==> src/rtl/sprite_rom_arbiter_if.sv <==
// Request/grant, ROM and read-return signals shared by the sprite ROM arbiter and its clients.
interface sprite_rom_arbiter_if #(
   parameter int unsigned NUM_REQ = 4,
   parameter int unsigned ADDR_W  = 11,
   parameter int unsigned DATA_W  = 8
);
   logic [NUM_REQ-1:0]        req;
   logic [NUM_REQ*ADDR_W-1:0] req_addr;
   logic [NUM_REQ-1:0]        gnt;
   logic                      rom_rd;
   logic [ADDR_W-1:0]         rom_addr;
   logic [DATA_W-1:0]         rom_q;
   logic [NUM_REQ-1:0]        rvalid;
   logic [DATA_W-1:0]         rdata;
   logic                      busy;

   modport master (
      output req, req_addr, rom_q,
      input  gnt, rom_rd, rom_addr, rvalid, rdata, busy
   );

   modport slave (
      input  req, req_addr, rom_q,
      output gnt, rom_rd, rom_addr, rvalid, rdata, busy
   );
endinterface

==> src/rtl/sprite_rom_arbiter.sv <==
// Shares one single-port pattern ROM among NUM_REQ requesters: one read per clock,
// optional strict priority for requester 0, round-robin for the rest, tagged in-order returns.
module sprite_rom_arbiter #(
   parameter int unsigned NUM_REQ = 4,
   parameter int unsigned ADDR_W  = 11,
   parameter int unsigned DATA_W  = 8,
   parameter int unsigned ROM_LAT = 2,
   parameter int unsigned PRIO0   = 1
) (
   input logic                 Clk,
   input logic                 Reset_n,
   sprite_rom_arbiter_if.slave bus
);
   localparam int unsigned PTR_W   = (NUM_REQ > 1) ? $clog2(NUM_REQ) : 1;
   localparam int unsigned RR_BASE = (PRIO0 != 0) ? 1 : 0;
   localparam int unsigned RR_SIZE = NUM_REQ - RR_BASE;
   localparam logic [PTR_W-1:0] BASE_IDX = PTR_W'(RR_BASE);
   localparam logic [PTR_W-1:0] LAST_IDX = PTR_W'(NUM_REQ - 1);

   logic [PTR_W-1:0]   ptr_q, ptr_d;
   logic [NUM_REQ-1:0] gnt_c;
   logic [PTR_W-1:0]   win_idx;
   logic               win_any;
   logic               rom_rd_q, rom_rd_d;
   logic [ADDR_W-1:0]  rom_addr_q, rom_addr_d;
   logic               busy_q, busy_d;
   logic [NUM_REQ-1:0] tag_q [ROM_LAT+1];
   logic [NUM_REQ-1:0] tag_d [ROM_LAT+1];

   // Grant selection and round-robin pointer advance; nothing is granted while in reset.
   always_comb begin
      logic [PTR_W-1:0] idx;
      gnt_c   = '0;
      ptr_d   = ptr_q;
      win_idx = '0;
      win_any = 1'b0;
      idx     = ptr_q;
      if (Reset_n) begin
         if ((PRIO0 != 0) && bus.req[0]) begin
            gnt_c[0] = 1'b1;
            win_any  = 1'b1;
         end else begin
            for (int unsigned k = 0; k < RR_SIZE; k++) begin
               if (!win_any && bus.req[idx]) begin
                  win_any      = 1'b1;
                  win_idx      = idx;
                  gnt_c[idx]   = 1'b1;
                  ptr_d        = (idx == LAST_IDX) ? BASE_IDX : PTR_W'(idx + PTR_W'(1));
               end
               idx = (idx == LAST_IDX) ? BASE_IDX : PTR_W'(idx + PTR_W'(1));
            end
         end
      end
   end

   // Issue stage and one-hot tag pipeline; stage ROM_LAT lines up with rom_q.
   always_comb begin
      rom_rd_d   = win_any;
      rom_addr_d = win_any ? bus.req_addr[win_idx*ADDR_W +: ADDR_W] : rom_addr_q;
      tag_d[0]   = gnt_c;
      busy_d     = win_any;
      for (int unsigned k = 1; k <= ROM_LAT; k++) begin
         tag_d[k] = tag_q[k-1];
         busy_d   = busy_d | (|tag_q[k-1]);
      end
   end

   always_ff @(posedge Clk) begin
      if (!Reset_n) begin
         ptr_q      <= PTR_W'(RR_BASE);
         rom_rd_q   <= 1'b0;
         rom_addr_q <= '0;
         busy_q     <= 1'b0;
         for (int unsigned k = 0; k <= ROM_LAT; k++) tag_q[k] <= '0;
      end else begin
         ptr_q      <= ptr_d;
         rom_rd_q   <= rom_rd_d;
         rom_addr_q <= rom_addr_d;
         busy_q     <= busy_d;
         for (int unsigned k = 0; k <= ROM_LAT; k++) tag_q[k] <= tag_d[k];
      end
   end

   assign bus.gnt      = gnt_c;
   assign bus.rom_rd   = rom_rd_q;
   assign bus.rom_addr = rom_addr_q;
   assign bus.rvalid   = tag_q[ROM_LAT];
   assign bus.rdata    = DATA_W'(bus.rom_q);
   assign bus.busy     = busy_q;
endmodule

==> src/flat_wrapper.sv <==
// flat-port wrapper written by rule: the top's interface ports become plain ports
module sprite_rom_arbiter_flat 
#(
   parameter int unsigned NUM_REQ = 4,
   parameter int unsigned ADDR_W  = 11,
   parameter int unsigned DATA_W  = 8,
   parameter int unsigned ROM_LAT = 2,
   parameter int unsigned PRIO0   = 1
)
  (Clk, Reset_n, bus_req, bus_req_addr, bus_rom_q, bus_gnt, bus_rom_rd, bus_rom_addr, bus_rvalid, bus_rdata, bus_busy);
  sprite_rom_arbiter_if #(.NUM_REQ(NUM_REQ), .ADDR_W(ADDR_W), .DATA_W(DATA_W)) bus_i ();
  input logic Clk;
  input logic Reset_n;
  input wire logic [$bits(bus_i.req)-1:0] bus_req;
  input wire logic [$bits(bus_i.req_addr)-1:0] bus_req_addr;
  input wire logic [$bits(bus_i.rom_q)-1:0] bus_rom_q;
  output wire logic [$bits(bus_i.gnt)-1:0] bus_gnt;
  output wire logic [$bits(bus_i.rom_rd)-1:0] bus_rom_rd;
  output wire logic [$bits(bus_i.rom_addr)-1:0] bus_rom_addr;
  output wire logic [$bits(bus_i.rvalid)-1:0] bus_rvalid;
  output wire logic [$bits(bus_i.rdata)-1:0] bus_rdata;
  output wire logic [$bits(bus_i.busy)-1:0] bus_busy;
  assign bus_i.req = bus_req;
  assign bus_i.req_addr = bus_req_addr;
  assign bus_i.rom_q = bus_rom_q;
  assign bus_gnt = bus_i.gnt;
  assign bus_rom_rd = bus_i.rom_rd;
  assign bus_rom_addr = bus_i.rom_addr;
  assign bus_rvalid = bus_i.rvalid;
  assign bus_rdata = bus_i.rdata;
  assign bus_busy = bus_i.busy;
  sprite_rom_arbiter #(.NUM_REQ(NUM_REQ), .ADDR_W(ADDR_W), .DATA_W(DATA_W), .ROM_LAT(ROM_LAT), .PRIO0(PRIO0)) u_core (.Clk(Clk), .Reset_n(Reset_n), .bus(bus_i));
endmodule
==> config.mk <==
export PLATFORM = sky130hd
export DESIGN_NAME = sprite_rom_arbiter_flat
export DESIGN_NICKNAME = d
export VERILOG_FILES = /design/src/rtl/sprite_rom_arbiter_if.sv /design/src/rtl/sprite_rom_arbiter.sv /design/src/flat_wrapper.sv
export SDC_FILE = /design/constraint.sdc
export NUM_CORES = 1
export LEC_CHECK = 0
export CORE_ASPECT_RATIO = 0.9
export CORE_MARGIN = 2
export CORE_UTILIZATION = 39
export DETAILED_ROUTE_END_ITERATION = 8
export HOLD_SLACK_MARGIN = 0.02
export PLACE_DENSITY = 0.76
export SLEW_MARGIN = 40
export SYNTH_ARGS = -nofsm -noshare
export SYNTH_HDL_FRONTEND = slang
export SYNTH_SLANG_ARGS = --single-unit
==> constraint.sdc <==
create_clock -name Clk -period 3.8 [get_ports Clk]
set_input_delay 0.95 -clock Clk [delete_from_list [all_inputs] [get_ports Clk]]
set_output_delay 0.95 -clock Clk [all_outputs]
set_load 0.02 [all_outputs]
; After elaboration in Yosys (flattened, before gate mapping)
; Memories as Yosys holds them, arrays and structs flattened.
; Cells that the tools add are included.
[word_totals]
reg_bits = 15
latchBits = 0
ramBits = 12
rom_bits = 0
in_bits = 58
output_inout_bits = 29
word_cells = 85
n_memories = 1
[mem_list]
columns = name, words, width, read_ports, rd_clocked_by_memory_dff, wr, line
row1 = u_core.tag_q, 3, 4, 3, 0, 3, sprite_rom_arbiter.sv:27  ; logic [NUM_REQ-1:0] tag_q [ROM_LAT+1];
[classes]
addsub = 3
mul = 1
div_mod_pow = 0
magnitude_cmp = 6
eq_ne = 3
n_shift = 1
muxes = 47
n_bitwise = 8
reduce_logical = 11
[op_table]
columns = cell, n
row1 = 4-bit two-way mux, 11
row2 = 44-bit by 7-bit variable part select with 11-bit output, 1
row3 = 2-bit two-way mux, 11
row4 = 1-bit two-way mux, 18
row5 = 2-bit by 3-bit < comparator with 1-bit output (second input constant), 3
row6 = 4-bit OR, 2
row7 = 4-bit OR reduction, 2
row8 = 2-bit by 1-bit adder with 2-bit output (second input constant), 3
row9 = 1-bit binary-select mux with 2-bit select, 3
row10 = 1-bit demux with 2-bit select, 3
row11 = 2-bit == test (second input constant), 3
row12 = 2-bit by 1-bit greater-or-equal comparator with 1-bit output (second input constant), 3
row13 = 2-bit by 4-bit multiplier with 6-bit output (second input constant), 1
row14 = 1-bit logical AND, 5
row15 = 1-bit OR, 5
row16 = 3-bit two-way mux, 1
row17 = 3-bit nonzero test, 1
row18 = 1-bit logical NOT, 2
row19 = 2-bit AND reduction, 1
row20 = 1-bit inverter, 1

; Depth between registers and ports, before layout
; Gate-level depths: netlist of the first run.
[depth]
ltp_word = 17
depth_mapped = 10
depth_no_buf = 8

; Worst setup path after synthesis of the first run
; OpenSTA, ideal clock, no wires.
[synth_path]
path_type = reg-to-output
from = reg u_core.ptr_q[1]
to = out bus_gnt[2]
arrival_time_ps = 2402
t_required_ps = 2850
path_slack_ps = 448
path_stages_with_launch = 8
n_path_buf = 2
cell_sequence = dfxtp_1 > inv_1 > ha_1 > buf_2 > mux4_2 > or3_1 > a311oi_1 > buf_4
[synth_rtl]
columns = item, line
row1 = start: declaration, sprite_rom_arbiter.sv:20  ; logic [PTR_W-1:0] ptr_q, ptr_d;
row2 = start signal: assignment, sprite_rom_arbiter.sv:70  ; ptr_q <= PTR_W'(RR_BASE);
row3 = start signal: assignment, sprite_rom_arbiter.sv:76  ; ptr_q <= ptr_d;
row4 = end: declaration, flat_wrapper.sv:17  ; output wire logic [$bits(bus_i.gnt)-1:0] bus_gnt;

; Worst setup path after layout of the first run
[layout_path]
from = in bus_req[2]
to = out bus_gnt[2]
[layout_via]
elab_chain_cells = 15
word_cells_on_any_way = 27
cone_classes = mux (21) / bitwise (2) / reduce/logical (4)
[layout_lines]
columns = item, line
row1 = start: declaration, flat_wrapper.sv:14  ; input wire logic [$bits(bus_i.req)-1:0] bus_req;
row2 = 1-bit binary-select mux with 2-bit select, sprite_rom_arbiter.sv:44  ; if (!win_any && bus.req[idx]) begin
row3 = 1-bit two-way mux (implied by the code), sprite_rom_arbiter.sv:44
row4 = 1-bit two-way mux, sprite_rom_arbiter.sv:44
row5 = 1-bit two-way mux, sprite_rom_arbiter.sv:39  ; if ((PRIO0 != 0) && bus.req[0]) begin
row6 = 1-bit two-way mux, sprite_rom_arbiter.sv:38  ; if (Reset_n) begin
row7 = 1-bit logical NOT, sprite_rom_arbiter.sv:44
row8 = 1-bit logical AND, sprite_rom_arbiter.sv:44
row9 = 1-bit two-way mux, sprite_rom_arbiter.sv:44
row10 = 1-bit two-way mux, sprite_rom_arbiter.sv:39
row11 = 1-bit two-way mux, sprite_rom_arbiter.sv:38
row12 = 1-bit logical NOT, sprite_rom_arbiter.sv:44
row13 = 1-bit logical AND, sprite_rom_arbiter.sv:44
row14 = 4-bit two-way mux (*), sprite_rom_arbiter.sv:44
row15 = 3-bit two-way mux (*), sprite_rom_arbiter.sv:39
row16 = 4-bit two-way mux (*), sprite_rom_arbiter.sv:38
; Every way passes the cells marked *; elsewhere a longest branch is shown, timed or not. The select of a mux whose other input is x is not followed.

==> results of run 1 <==
timing repair:
action / in CTS / in global routing
gates resized for setup: 9 / 9
cloned: 0 / 0
endpoints found under the setup margin: 4 / 4
layout by cell type (no fill, tap or decap), drive strengths merged, types with 3 or more instances in the layout:
master	n
clkdlybuf4s50	66
dfxtp	27
buf	23
nor2	17
mux2i	16
mux2	14
a221o	12
nand2	8
and2	8
inv	7
ha	6
a21oi	5
o21ai	5
clkbuf	5
a311oi	4
nand2b	3
nand3	3
cells by family after synthesis:
group | synth area share, %
AOI/OAI and AO/OA | 17.10
DFF | 32.68
muxes | 21.56
adders and majority gates | 4.538
and+or+nand+nor | 13.31
buffers and inverters | 10.82
final cells by class:
| cell class | count | area, um2 |
|---|---|---|
| fillers | 348 | 1594 |
| multi-input cells | 118 | 953.4 |
| repair buffers | 91 | 850.8 |
| flip-flops and latches | 27 | 540.5 |
| well taps | 48 | 60.06 |
| clock buffers | 3 | 41.29 |
| inverters | 7 | 26.28 |
| clock inverters | 1 | 7.507 |
flip-flops by register name (all words and copies together), names as in the netlist:
signal	cells
u_core.bus.rom_rd	1
u_core.bus.rom_addr	11
u_core.bus.busy	1
u_core.tag_q	12
u_core.ptr_q	2
worst min-delay path by stage:
| stage | slack [ps] | start | cells after the start | to |
|---|---|---|---|---|
| after floorplan | 440 | u_core.tag_q[0][0] | 1 | u_core.tag_q[0][4] |
| after global placement | 440 | u_core.tag_q[0][0] | 1 | u_core.tag_q[0][4] |
| after detailed placement | 450 | u_core.tag_q[0][3] | 1 | u_core.tag_q[0][7] |
| after CTS | 470 | u_core.tag_q[0][3] | 1 | u_core.tag_q[0][7] |
| after global routing | 490 | u_core.tag_q[0][4] | 1 | u_core.tag_q[0][8] |
| final | 460 | u_core.tag_q[0][3] | 1 | u_core.tag_q[0][7] |
metrics by stage:
step,worst slack [ps],util (%),hold slack [ps],std cells,setup TNS [ps]
2_1_floorplan,448.0,-,435.3,175,0
3_3_place_gp,-335.5,59.86,439.8,291,-1133
3_5_place_dp,-345.7,59.86,446.3,291,-1140
4_1_cts,0.6113,61.12,468.1,295,0
5_1_grt,18.83,60.87,486.5,295,0
6_report,141.8,60.87,464.1,295,0
layer usage:
metal,global-route usage (%),vias up,wire [um]
li1,-,764,-
met1,22.93,691,1872
met2,30.11,31,2116
met3,2.591,2,156
met4,5.787,0,31
met5,0,-,0
worst max-delay path: stages:
cell             delay (ps)
clkdlybuf4s50_1         410
mux4_2                  490
or3_1                   380
a311oi_1                260
buf_2                   220
power groups by stage:
| stage | combinational [mW] | clock [mW] | sequential (mW) |
|---|---|---|---|
| 6_report | 0.797 | 0.161 | 0.372 |
| 5_1_grt | 0.871 | 0.181 | 0.380 |
| 4_1_cts | 0.798 | 0.167 | 0.373 |
| 3_5_place_dp | 0.797 | 0 | 0.379 |
| 3_3_place_gp | 0.790 | 0 | 0.378 |
| 2_1_floorplan | 0.431 | 0 | 0.435 |
==> results.json, run 1 <==
{
  "power_frac_clock_pct": 12.1,
  "htreeDepth": 1,
  "post-synth-top-area-fraction_pct": 32.68,
  "yosys.area.top_type": "dfxtp_1",
  "power.internal_mw": 0.8209,
  "p_leak_nw": 1.004,
  "worstReg2RegEnd": "u_core.bus.rom_addr[3]",
  "cts_setup_buffers": 0,
  "syn_avg_cell_area_um2": 9.452,
  "groute.usage.overall_pct": 17.71,
  "grt_max_degree": 23,
  "routed-via-count": 1488,
  "critPathMaxFanout": 2,
  "reg2reg_slack_ps": 1170,
  "die_area_um2": 4779,
  "clock-sinks": 27,
  "drv_cap": 0,
  "hold_class": "reg2reg",
  "r2r_cells": 8,
  "p_comb_share_pct": 59.9,
  "cts_tree": "done",
  "cts-buffers-inserted": 3,
  "initial_core_util_pct": 40.60,
  "drtIter0Drc": 50,
  "io_buffer_count": 70,
  "fp.coreArea_um2": 4074,
  "vdd_ir_drop_max_mv": 0.2703,
  "synth_nets": 239,
  "relSlewSlack_pct": 65.31,
  "syn_to_final_growth_pct": 49.92,
  "netlist_area_um2": 1654,
  "power.density_nw_per_um2": 536.3,
  "startpoint": "bus_req[2]",
  "ys_ff_latch": 27,
  "worstPathArrival_ps": 2710,
  "die_h_um": 65.78,
  "nNetsFinal": 312,
  "wirelength_mm": 4.177,
  "grt-ovfl-total": 0,
  "post-dp-hpwl_mm": 3.335,
  "row_count": 22,
  "clk_pin_slew_ps": 90,
  "fin_crit_ps": 3658,
  "cp-end-kind": "primary output",
  "synth.most_common_cell": "dfxtp_1",
  "post_drt_via_cell_ratio": 5.044,
  "synthTopCellsByCount": "dfxtp_1 (27), nor2_1 (17), mux2i_1 (15), mux2_2 (13)",
  "yosys_warnings": 0,
  "io_pins": 87,
  "startpoint_type": "input pin",
  "synth_ff_type": "dfxtp_1",
  "p_total_mw": 1.330,
  "ys_seq_area_share_pct": 32.68,
  "p_sw_share_pct": 38.28,
  "period_share_pct": 96.27,
  "grt_pass1_vias": 1454,
  "synth_edf_count": 0,
  "hold_violations": 0,
  "p_switching_mw": 0.5091,
  "crit_required_ps": 2850,
  "synthArstFlopShare_pct": 0,
  "worst_slew_pin_slew_ps": 518.0,
  "drv_slew": 0,
  "pwr-share-seq_pct": 28.0,
  "cts_hold_buffers": 0,
  "rsz0062_at_grt": "no",
  "cts-root-buf": "clkbuf_8",
  "dieWidth_um": 72.65,
  "crit_type": "in2out",
  "cts.path.max_buffers": 2,
  "synth_cell_types": 35,
  "ant_nets": 0,
  "fin_skew_ps": 5.678,
  "status": "complete, no violations",
  "gp_congestion": 0.8683,
  "routedWlPerCell_um": 14.16,
  "drc": 0,
  "fmax_mhz": 273.4,
  "setup_viol": 0,
  "antenna_cells": 0,
  "drtPass1Iterations": 4,
  "netlist_top_cells_area": "dfxtp_1 (33%), mux2i_1 (9.1%), mux2_2 (8.9%)",
  "antenna_found_initial": 0,
  "r2r-start": "u_core.ptr_q[0]",
  "critPathCapture": "bus_gnt[2]",
  "synthCells": 175,
  "insertion_delay_ps": 260,
  "final_area_um2": 2480,
  "placed_area_um2": 2439,
  "final_layout_size_suffix_gt1_share_pct": 21.05,
  "grt_pass1_wl_mm": 6.768
}
Power figures use the tool's default switching activity.
==> run 2: changes to the inputs <==
Settings changed: ABC_AREA set to 1, CORE_UTILIZATION 39 to 42, PLACE_DENSITY 0.76 to 0.77.
==> results.json, run 2 <==
{
  "startpoint_type": "input pin",
  "power_frac_clock_pct": 9.8,
  "ys_ff_latch": 27,
  "drtIter0Drc": 135,
  "initial_core_util_pct": 43.17,
  "nNetsFinal": 443,
  "routedWlPerCell_um": 10.83,
  "cp-end-kind": "primary output",
  "antenna_found_initial": 0,
  "grt_pass1_vias": 1773,
  "p_switching_mw": 0.7593,
  "row_count": 23,
  "gp_congestion": 0.8857,
  "routed-via-count": 2013,
  "die_h_um": 68.03,
  "setup_viol": 0,
  "dieWidth_um": 75.14,
  "cts-root-buf": "clkbuf_8",
  "grt_max_degree": 23,
  "fillers": 443,
  "drv_cap": 0,
  "crit_type": "in2out",
  "netlist_top_cells_area": "dfxtp_1 (28%), nand2_1 (20%), nand3_1 (13%)",
  "fin_skew_ps": 4.241,
  "fmax_mhz": 276.6,
  "io_pins": 87,
  "fin_crit_ps": 3615,
  "htreeDepth": 1,
  "netlist_area_um2": 1913,
  "hold_class": "reg2reg",
  "syn_avg_cell_area_um2": 6.054,
  "p_total_mw": 1.620,
  "p_comb_share_pct": 63.9,
  "largest_reg_flops": 12,
  "synth_edf_count": 0,
  "grt_pass1_wl_mm": 7.665,
  "synthTopCellsByCount": "nand2_1 (101), inv_1 (65), nand3_1 (49), dfxtp_1 (27), buf_4 (14)",
  "status": "complete, no violations",
  "path_common_cell": "nand2_1",
  "synth_ff_type": "dfxtp_1",
  "yosys_warnings": 0,
  "clock-sinks": 27,
  "layout.cells.most_common": "nand2_1",
  "synthArstFlopShare_pct": 0,
  "cts.path.max_buffers": 2,
  "regMostFlops": "u_core.tag_q",
  "critical_path.n_buffers_inverters": 3,
  "dp_slack_ps": -59.05,
  "cp_top_family": "buffers and inverters",
  "pwr-share-seq_pct": 26.4,
  "post_drt_via_cell_ratio": 4.575,
  "crit_required_ps": 2850,
  "placed_area_um2": 2605,
  "postLayoutCoreUtil_pct": 60.11,
  "clk_pin_slew_ps": 80,
  "critPathMaxStageDelay_ps": 510,
  "final_cell_mix": "nand2_1 (101), clkdlybuf4s50_1 (66), inv_1 (65)",
  "period_share_pct": 95.13,
  "relSlewSlack_pct": 68.67,
  "p_leak_nw": 1.491,
  "io_buffer_count": 70,
  "worstPathArrival_ps": 2660,
  "die_area_um2": 5111,
  "synth_nets": 380,
  "syn_to_final_growth_pct": 39.24,
  "final_area_um2": 2664,
  "synth_cell_types": 26,
  "critPathMaxFanout": 7,
  "rsz0062_at_grt": "no",
  "antenna_cells": 0,
  "post-dp-hpwl_mm": 3.751,
  "wirelength_mm": 4.763,
  "drc": 0,
  "final_layout_size_suffix_gt1_share_pct": 8.201,
  "drv_slew": 0,
  "cts_tree": "done",
  "power.density_nw_per_um2": 608.1,
  "insertion_delay_ps": 270,
  "groute.usage.overall_pct": 18.94,
  "hold_violations": 0,
  "cts_hold_buffers": 0,
  "grt-ovfl-total": 0,
  "cts-buffers-inserted": 3,
  "finalSetupTns_ps": 0,
  "fp.coreArea_um2": 4432,
  "regArea_um2": 540.5,
  "layout_setup_ws_ps": 185.2,
  "worst_slew_pin_slew_ps": 469.5,
  "yosys.area.top_type": "dfxtp_1",
  "cpMaxStageDelayCell": "clkdlybuf4s50_1",
  "drtPass1Iterations": 4,
  "ys_seq_area_share_pct": 28.25,
  "synthCells": 316,
  "path_cells": "clkdlybuf4s50_1, inv_1, nand2_1, nand3_1, nand2_2, nor2_4, nand2_1, o21ai_0, a21oi_1, nor2_1, dlygate4sd2_1",
  "post-synth-top-area-fraction_pct": 28.25,
  "power.internal_mw": 0.8604,
  "multi_input_area_um2": 944.7,
  "ant_nets": 0,
  "synth.most_common_cell": "nand2_1",
  "vdd_ir_drop_max_mv": 0.3325,
  "p_sw_share_pct": 46.88
}
## run 2: changes by cell type after synthesis, moves of 4 or more
cell,before,now
nand2_1,8,101
nor2_1,17,8
nand3_1,3,49
a221o_1,12,0
mux2_2,13,0
mux2i_1,15,0
inv_2,0,6
a311oi_1,4,0
and2_1,8,0
inv_1,7,65
## run 2: final cells by class
type | instances | share of cell area (%)
clock buffers | 3 | 1.550
well taps | 62 | 2.912
clock inverters | 1 | 0.2818
flip-flops and latches | 27 | 20.29
repair buffers | 81 | 29.50
inverters | 71 | 10.00
multi-input cells | 195 | 35.46
## run 2: power by group through the flow
stage | sequential (mW) | clock [mW] | combinational, mW
after CTS | 0.427 | 0.164 | 1.03
after detailed placement | 0.433 | 0 | 1.03
final | 0.427 | 0.158 | 1.03
after floorplan | 0.520 | 0 | 0.619
after global routing | 0.441 | 0.174 | 1.15
after global placement | 0.433 | 0 | 1.02
## run 2: cell families (layout without fill, tap and decap cells)
| kind of cell | after synthesis | after routing | share of synthesized area (%) |
|---|---|---|---|
| AND/OR/NAND/NOR | 170 | 170 | 39.90 |
| buffers and inverters | 94 | 156 | 22.37 |
| flip-flops | 27 | 27 | 28.25 |
| AO/OA/AOI/OAI | 19 | 19 | 5.559 |
| adder cells (fa/ha/maj) | 6 | 6 | 3.924 |
## run 2: what timing repair did
item                                    4_1_cts  5_1_grt
gates resized for setup                       2        2
endpoints found under the setup margin        2        3
buffers inserted                              0        1
pin swaps                                     0        0
## run 2: per-layer routing
metal	vias up	part of all wire (%)	GRT usage, %	wire, um
li1	1066	-	-	-
met1	888	47	24.89	2248
met2	59	45	33.66	2159
met3	0	7.5	3.682	355
met4	0	0	1.316	0
met5	-	0	0	0
## run 2: stage by stage
step	std cells	hold slack [ps]
global placement	435	420.9
CTS	439	438.9
floorplan	316	413.7
finish	440	438.2
global route	440	456.8
detailed placement	435	426.2
## run 2: path summary, 6_finish.rpt
kind,cells after the start,start,endpoint,slack [ps]
hold reg to reg,2,u_core.tag_q[0][4],u_core.tag_q[0][8],440
setup / recovery,11,bus_req[0],bus_gnt[1],190
hold / removal,2,u_core.tag_q[0][4],u_core.tag_q[0][8],440
setup reg to reg,16,u_core.ptr_q[1],u_core.bus.rom_addr[8],1220
## run 2: worst register-to-register path, delay by kind of cell, from the launching register on
family                     cells  cell delay, ps
adders and majority gates      1             440
buffers and inverters          4             440
and+or+nand+nor               11            1180
DFF                            1             430
